===== src/rtl/uart_byte_transmitter.sv =====
// uart_byte_transmitter
//   Serialises up to four bytes of a 32-bit sample word, or one metadata
//   byte, as 8N1 UART frames. With UART_TX_PARITY_EN defined, an even parity
//   bit is added after the data bits (8E1).
//
// Parameters
//   CLOCK_FREQ     system clock frequency in Hz
//   BAUDRATE       serial bit rate; one bit lasts CLOCK_FREQ/BAUDRATE clocks
//
// Ports
//   clock          system clock, rising edge
//   extReset       asynchronous active-high reset
//   dataIn         sample word, byte 0 = bits 7:0
//   disabledGroups bit n set = byte n of dataIn is skipped
//   write          one-cycle request to send dataIn
//   writeMeta      one-cycle request to send meta_data (wins over write)
//   meta_data      metadata byte
//   tx             registered serial output, idle high
//   xmit_idle      high when a new request will be accepted
//
// Configuration macro: UART_TX_PARITY_EN
module uart_byte_transmitter #(
    parameter int CLOCK_FREQ = 100000000,
    parameter int BAUDRATE   = 921600
) (
    input  logic        clock,
    input  logic        extReset,
    input  logic [31:0] dataIn,
    input  logic [3:0]  disabledGroups,
    input  logic        write,
    input  logic        writeMeta,
    input  logic [7:0]  meta_data,
    output logic        tx,
    output logic        xmit_idle
);

    localparam int BAUD_DIV = CLOCK_FREQ / BAUDRATE;
    localparam int BAUD_W   = (BAUD_DIV < 2) ? 1 : $clog2(BAUD_DIV);
    localparam logic [BAUD_W-1:0] BAUD_LAST = BAUD_W'(BAUD_DIV - 1);

    typedef enum logic [2:0] {
        IDLE,
        LOAD,
        START,
        DATA,
`ifdef UART_TX_PARITY_EN
        PARITY,
`endif
        STOP
    } state_t;

`ifdef UART_TX_PARITY_EN
    function automatic logic even_parity(input logic [7:0] b);
        return ^b;
    endfunction
`endif

    state_t            state;
    logic [BAUD_W-1:0] baud_cnt;
    logic [2:0]        bit_cnt;
    logic [31:0]       data_q;
    logic [3:0]        dis_q;
    logic [7:0]        meta_q;
    logic              meta_sel_q;
    logic [3:0]        sent_q;
    logic [7:0]        byte_q;

    logic [3:0]        pending;
    logic              sel_valid;
    logic [1:0]        sel_idx;
    logic [7:0]        sel_byte;
    logic              baud_end;

    // Bytes still to send: a meta request has exactly one byte (slot 0).
    always_comb begin
        pending   = meta_sel_q ? (~sent_q & 4'b0001) : (~sent_q & ~dis_q);
        sel_valid = |pending;
        sel_idx   = 2'd3;
        if (pending[2]) sel_idx = 2'd2;
        if (pending[1]) sel_idx = 2'd1;
        if (pending[0]) sel_idx = 2'd0;
        case (sel_idx)
            2'd0:    sel_byte = data_q[7:0];
            2'd1:    sel_byte = data_q[15:8];
            2'd2:    sel_byte = data_q[23:16];
            default: sel_byte = data_q[31:24];
        endcase
        if (meta_sel_q) sel_byte = meta_q;
        baud_end = (baud_cnt == BAUD_LAST);
    end

    always_ff @(posedge clock or posedge extReset) begin
        if (extReset) begin
            state      <= IDLE;
            tx         <= 1'b1;
            xmit_idle  <= 1'b1;
            baud_cnt   <= '0;
            bit_cnt    <= '0;
            data_q     <= '0;
            dis_q      <= '0;
            meta_q     <= '0;
            meta_sel_q <= 1'b0;
            sent_q     <= '0;
            byte_q     <= '0;
        end else begin
            case (state)
                IDLE: begin
                    if (writeMeta || write) begin
                        data_q     <= dataIn;
                        dis_q      <= disabledGroups;
                        meta_q     <= meta_data;
                        meta_sel_q <= writeMeta;
                        sent_q     <= '0;
                        xmit_idle  <= 1'b0;
                        state      <= LOAD;
                    end
                end
                LOAD: begin
                    baud_cnt <= '0;
                    if (sel_valid) begin
                        byte_q           <= sel_byte;
                        sent_q[sel_idx]  <= 1'b1;
                        tx               <= 1'b0;
                        state            <= START;
                    end else begin
                        xmit_idle <= 1'b1;
                        state     <= IDLE;
                    end
                end
                START: begin
                    if (baud_end) begin
                        baud_cnt <= '0;
                        bit_cnt  <= '0;
                        tx       <= byte_q[0];
                        state    <= DATA;
                    end else begin
                        baud_cnt <= baud_cnt + BAUD_W'(1);
                    end
                end
                DATA: begin
                    if (baud_end) begin
                        baud_cnt <= '0;
                        if (bit_cnt == 3'd7) begin
`ifdef UART_TX_PARITY_EN
                            tx    <= even_parity(byte_q);
                            state <= PARITY;
`else
                            tx    <= 1'b1;
                            state <= STOP;
`endif
                        end else begin
                            bit_cnt <= bit_cnt + 3'd1;
                            tx      <= byte_q[bit_cnt + 3'd1];
                        end
                    end else begin
                        baud_cnt <= baud_cnt + BAUD_W'(1);
                    end
                end
`ifdef UART_TX_PARITY_EN
                PARITY: begin
                    if (baud_end) begin
                        baud_cnt <= '0;
                        tx       <= 1'b1;
                        state    <= STOP;
                    end else begin
                        baud_cnt <= baud_cnt + BAUD_W'(1);
                    end
                end
`endif
                STOP: begin
                    if (baud_end) begin
                        baud_cnt <= '0;
                        // Only pass through LOAD when another byte follows;
                        // the last frame ends straight into IDLE.
                        if (|pending) begin
                            state <= LOAD;
                        end else begin
                            xmit_idle <= 1'b1;
                            state     <= IDLE;
                        end
                    end else begin
                        baud_cnt <= baud_cnt + BAUD_W'(1);
                    end
                end
                default: begin
                    tx        <= 1'b1;
                    xmit_idle <= 1'b1;
                    state     <= IDLE;
                end
            endcase
        end
    end

endmodule


===== config.mk =====
export PLATFORM = sky130hd
export DESIGN_NAME = uart_byte_transmitter
export DESIGN_NICKNAME = d
export VERILOG_FILES = /design/src/rtl/uart_byte_transmitter.sv
export SDC_FILE = /design/constraint.sdc
export NUM_CORES = 1
export LEC_CHECK = 0
export BUFFER_PORTS_ARGS = -buffer_cell sky130_fd_sc_hd__buf_2
export CAP_MARGIN = 20
export CORE_MARGIN = 2
export CORE_UTILIZATION = 50
export DETAILED_ROUTE_END_ITERATION = 10
export PLACE_DENSITY_LB_ADDON = 0.12
export SYNTH_ARGS = -nofsm -noshare
export SYNTH_HDL_FRONTEND = slang
export SYNTH_SLANG_ARGS = --single-unit

===== constraint.sdc =====
create_clock -name clock -period 2.1 [get_ports clock]
set_input_delay 0.21 -clock clock [delete_from_list [all_inputs] [get_ports clock]]
set_output_delay 0.21 -clock clock [all_outputs]
set_load 0.05 [all_outputs]

Yosys cells after proc, flatten, opt, wreduce, memory -nomap -nowiden
Cells that the tools add are included.
Widths: inputs -> output; s select.
{"block": "classes", "add_sub_neg": 2, "n_lt_le_gt_ge": 3, "n_eq_ne": 15, "mux": 36, "bitwise_logic": 6, "reduce_logical": 18}
{"cell": "$mux 3", "n": 8}
{"cell": "$pmux 8 s3", "n": 1}
{"cell": "$pmux 3 s5", "n": 1}
{"cell": "$ne 2x2->1 const B", "n": 7}
{"cell": "$pmux 7 s2", "n": 1}
{"cell": "$mux 4", "n": 3}
{"cell": "$mux 1", "n": 11}
{"cell": "$mux 8", "n": 1}
{"cell": "$not 4->4", "n": 2}
{"cell": "$pmux 1 s4", "n": 2}
{"cell": "$pmux 4 s2", "n": 1}
{"cell": "$reduce_and 4->1", "n": 2}
{"cell": "$add 7x1->7 const B", "n": 1}
{"cell": "$eq 7x7->1 const B", "n": 1}
{"cell": "$mux 7", "n": 1}
{"cell": "$eq 3x2->1 const B", "n": 2}
{"cell": "$eq 3x3->1 const B", "n": 2}
{"cell": "$mux 2", "n": 3}
{"cell": "$pmux 3 s2", "n": 1}
{"cell": "$reduce_and 3->1", "n": 2}
{"cell": "$reduce_bool 2->1", "n": 3}
{"cell": "$reduce_and 5->1", "n": 1}
{"cell": "$and 4x4->4", "n": 1}
{"cell": "$lt 3x4->1 const B", "n": 1}
{"cell": "18 further kinds", "n": 21}
{"block": "word_totals", "ff_bits": 72}

Depth between registers and ports, before layout
{"block": "logic_depth", "depth_word": 13, "depth_mapped": 7}

Least setup slack after synthesis
Ideal clock, no wire load.
{"block": "synth_path", "path_type": "register to register", "start": "register state[1]", "end": "register dis_q[0]", "setup_time_ps": 128, "arrival_time_ps": 1577, "required_time_ps": 1972, "path_slack_ps": 396, "stages_incl_launch_ff": 8, "n_path_buf": 3, "synth_period_minus_slack_ps": 1704, "cell_sequence": "dfrtp_1 > clkbuf_1 > nor3_2 > inv_2 > nor2_2 > buf_4 > buf_4 > mux2_1"}
{"block": "synth_via", "elab_chain_len": 2}
{"item": "from (decl)", "line": "58", "text": "state_t state;"}
{"item": "from (signal assigned)", "line": "94", "text": "state <= IDLE;"}
{"item": "from (signal assigned)", "line": "115", "text": "state <= LOAD;"}
{"item": "from (signal assigned)", "line": "124", "text": "state <= START;"}
{"item": "$logic_not 3->1", "line": "106", "text": "case (state)"}
{"item": "$reduce_and 2->1 (no line)"}
{"item": "to (signal assigned)", "line": "110", "text": "dis_q <= disabledGroups;"}
{"item": "to (decl)", "line": "62", "text": "logic [3:0] dis_q;"}
No other way between the ends.
A chain may end at the register's enable or synchronous reset.

Worst setup path in the final report
{"block": "layout_path", "start": "register meta_sel_q", "end": "register byte_q[7]"}
{"block": "layout_via", "elab_chain_len": 7}
{"item": "from (decl)", "line": "64", "text": "logic meta_sel_q;"}
{"item": "from (signal assigned)", "line": "112", "text": "meta_sel_q <= writeMeta;"}
{"item": "$mux 4", "line": "76", "text": "pending = meta_sel_q ? (~sent_q & 4'b0001) : (~sent_q & ~dis_q);"}
{"item": "$mux 1", "line": "79", "text": "if (pending[2]) sel_idx = 2'd2;"}
{"item": "$mux 2", "line": "80", "text": "if (pending[1]) sel_idx = 2'd1;"}
{"item": "$mux 2", "line": "81", "text": "if (pending[0]) sel_idx = 2'd0;"}
{"item": "$eq 2x2->1 (tied with other cells)", "line": "82", "text": "case (sel_idx)"}
{"item": "$pmux 8 s3", "line": "82"}
{"item": "$mux 8", "line": "88", "text": "if (meta_sel_q) sel_byte = meta_q;"}
{"item": "to (signal assigned)", "line": "121", "text": "byte_q <= sel_byte;"}
{"item": "to (decl)", "line": "66", "text": "logic [7:0] byte_q;"}
Several ways; a longest one is shown, not always the timed one.

==> results.txt <==
- Power density relative to cell area: 1410 mW/mm^2
- Counting cells, the worst reg-to-reg path comes to 4.
- The largest individual stage delay along the critical path comes from the cell sky130_fd_sc_hd__or4_1.
- After detailed placement, the design holds a cell count of 438.
- The floorplan step defined a die boundary enclosing 0.00760 sq mm.
* Critical register-to-register path endpoint: byte_q[7]$_DFFE_PP0P_
- Number of nets still failing antenna checks after routing: 0
* Slew at the pin with the worst max-slew slack: 0.582 ns
* Max_slew headroom: 60.8%
- Max-slew violation total from the final report: 0
- Global routing used 21.5% of the available tracks across all layers.
- The longest clock path from root to sink contains 2 buffers.
- Category of the most critical setup path: reg2reg
- The later pin in the worst-skew pair is clocked with a latency of 0.34 ns.
* Synthesized instance count: 314
* Class of the tightest hold or removal check: in2reg
- With fillers left out, the area of the finished cells amounts to 0.00404 sq mm.
- Capturing element type of the critical path: register
* Final setup slack of the worst path: 0.222 ns
* Data required time of the worst path: 2.32 ns
* Final number of hold-violating endpoints: 0
- Clk Tree Root Cell: sky130_fd_sc_hd__clkbuf_8
* Maximum resistive drop on vdd: 0.000730 V
- In the routed layout, each cell is associated on average with a via count of 5.84.
* Pin count of the biggest net entering global routing: 55
- Across all layers, the routed design uses 2,657 vias.
- Max-cap violations: 0
- Reg clk slew, reported paths: 0.08 ns
- After the first detailed-routing iteration, the DRC count stood at 125.
- Post-Syn Nets: 365
* # DRC: 0
* Detail-routed net length per standard cell: 16.6 um
* Layout cells sized above 1: 34.1%
- TritonCTS built the clock tree.
* CP Buf/Inv Count: 0
- Count of input and output buffers: 49
- The most critical setup path has its startpoint at meta_sel_q$_DFFE_PP0P_.
* Leakage power: 1.75 nW
* Data arrival time of the critical path: 2.09 ns
- The worst hold path begins at meta_data[5].
- Status: finished, final reports clean
* Worst Hold Slack: 0.0841 ns
- Library cells used by synthesis: 52
- Compared with the post-synthesis result, the final layout area differs by 16.9%.
- Final core utilization: 59.9%
* Peak per-stage delay on the critical path: 0.73 ns
* Dpl hpwl: 5430 um
- For the final routed database, the setup TNS stands at 0 ns.
* Setup Viol. Count Final: 0
- Of all flip-flops after synthesis, the portion carrying an async set or reset was 100%.
- Static timing analysis puts the maximum clock frequency at 533 MHz.
- Number of nets at the end of the flow: 421
- Flop and latch count out of synthesis: 72
- First-pass GRT wire length: 12,700 um
* Number of warnings printed during yosys synthesis: 0
- Routed WL: 7560 um
- Area after DPL: 0.00384 sq mm
- Count of TritonRoute iterations in the first routing pass: 4
- Inserted Diodes: 0
- Initial core utilization: 51.2%
- Cell class contributing the biggest share of worst-path delay: simple AND/OR/NAND/NOR gates
- Setup repair after global routing left no endpoint under its margin.
- Netlist area before placement: 0.00346 sq mm
* Worst hold path cell count: 2
- In this run the worst path has a maximum fanout of 10.
* Min Tclk post-route: 1.88 ns
- The tree built by TritonCTS fans out to 72 sinks.
* Resize count post-CTS: 0
* Setup WS pre-CTS: 0.251 ns
* Maximum clock skew at final layout: 0.00762 ns
- Maximum level of the CTS H-tree: 3
- Dividing the final minimum period by the clock period gives 89.4%.
- The number of clock buffers added by TritonCTS is 9.
- 50 I/O pins were placed.
- Startpoint type of the worst setup path: register
- A synthesized cell averages 11.0 sq um.
- Critical register-to-register path startpoint: meta_sel_q$_DFFE_PP0P_
- After global routing the overflow that remains totals 0.
- Summing internal, switching and leakage power gives 5.70 mW.
- Number of enable flip-flop cells after synthesis: 0
- For this run, the number of standard cells in the final layout without fillers is 455.
* Number of core rows: 30
* Die height: 87.2 um
* Cell Chain, Critical Path: or4_1 -> o22a_1 -> o221ai_1 -> a21oi_1
- After synthesis, flip-flops and latches occupy 52.2% of the total area.
- The die is 87.2 um wide.
* Post-synth top flop: sky130_fd_sc_hd__dfrtp_1
- Initial antenna violation count: 0
- The number of global-route vias before repair came to 2,582.
- In this run the register-to-register setup slack is 0.22 ns.
* Worst-case hold path end point: meta_q[5]$_DFFE_PP0P_
- Weighted congestion reported at the end of routability-driven placement: 0.834
* Total core area: 0.00676 sq mm
[cells in the final DEF (no fill, tap or decap), drive strengths merged, types with 3 or more instances in the layout]
master / instances
dfrtp: 70
buf: 58
mux2: 44
nor2: 34
nand2: 27
o21ai: 25
a21oi: 19
clkbuf: 9
nor3: 6
nand3: 5
o2bb2ai: 5
inv: 5
nor2b: 4
o22a: 4
o221ai: 4
o21a: 4
clkinv: 4
nand2b: 3
ha: 3
o22ai: 3
[worst reg2reg max path, stage by stage, from the launching register on]
cell,delay [ns]
sky130_fd_sc_hd__dfrtp_1,0.48
sky130_fd_sc_hd__or4_1,0.74
sky130_fd_sc_hd__o22a_1,0.29
sky130_fd_sc_hd__o221ai_1,0.17
sky130_fd_sc_hd__a21oi_1,0.09
[state kept, by name, indices dropped and copies added (netlist names)]
name / flops
tx: 1
byte_q: 8
baud_cnt: 7
xmit_idle: 1
sent_q: 4
state: 3
meta_sel_q: 1
bit_cnt: 3
data_q: 32
meta_q: 8
dis_q: 4
[cells in the mapped netlist, drive strengths merged, types with 3 or more instances]
library cell	n	area share (%)
buf	6	1.0
nand2	27	2.9
nor2	34	3.8
o21a	4	0.87
mux2	44	14
o22a	4	1.0
dfrtp	70	51
inv	5	0.54
o21ai	25	3.6
nor2b	4	0.72
nand2b	3	0.54
a21oi	19	2.7
clkbuf	8	0.87
o2bb2ai	5	1.3
nand3	5	0.72
o22ai	3	0.72
o221ai	4	1.0
nor3	6	1.3
ha	3	1.1
[area by class of cell]
class                   count  area (sq um)
flip-flops and latches     72          1800
repair buffers             59           348
clock buffers               9           124
fillers                   597          2710
inverters                   5          18.8
clock inverters             7          72.6
well taps                  80           100
multi-input cells         223          1580
[logic make-up after synthesis]
group,Yosys count,share of synthesized area (%)
and+or+nand+nor,88,12.0
AOI/OAI and AO/OA,83,15.9
muxes,48,16.2
xor gates and xnor gates,1,0.253
DFF,72,52.2
buffers and inverters,19,2.42
adders and majority gates,3,1.09
[worst max-delay path by stage]
stage                                    endpoint  slack [ns]  cells after the start
after floorplan           baud_cnt[0]$_DFFE_PP0P_        0.07                      1
after global placement      byte_q[0]$_DFFE_PP0P_        0.30                      4
after detailed placement    byte_q[7]$_DFFE_PP0P_        0.25                      4
after CTS                   byte_q[7]$_DFFE_PP0P_        0.23                      4
after global routing        byte_q[0]$_DFFE_PP0P_        0.11                      4
final                       byte_q[7]$_DFFE_PP0P_        0.22                      4
[routing by layer]
| layer | track usage, % | share of wire, % |
|---|---|---|
| met5 | 0 | 0 |
| met4 | 6.85 | 1.6 |
| met3 | 3.79 | 3.3 |
| met2 | 34.6 | 49 |
| met1 | 29.6 | 46 |
[power by group]
part | total (mW) | internal (mW) | leakage [nW] | switching [mW]
clock network | 1.08 | 0.548 | 0.0952 | 0.536
registers | 2.49 | 2.03 | 0.869 | 0.460
logic | 2.12 | 0.998 | 0.782 | 1.13
[repair_timing]
action	4_1_cts	5_1_grt
buffers inserted	0	0
hold buffers	1	0
endpoints found under the hold margin	16	0
(Power assumes the default switching activity.)
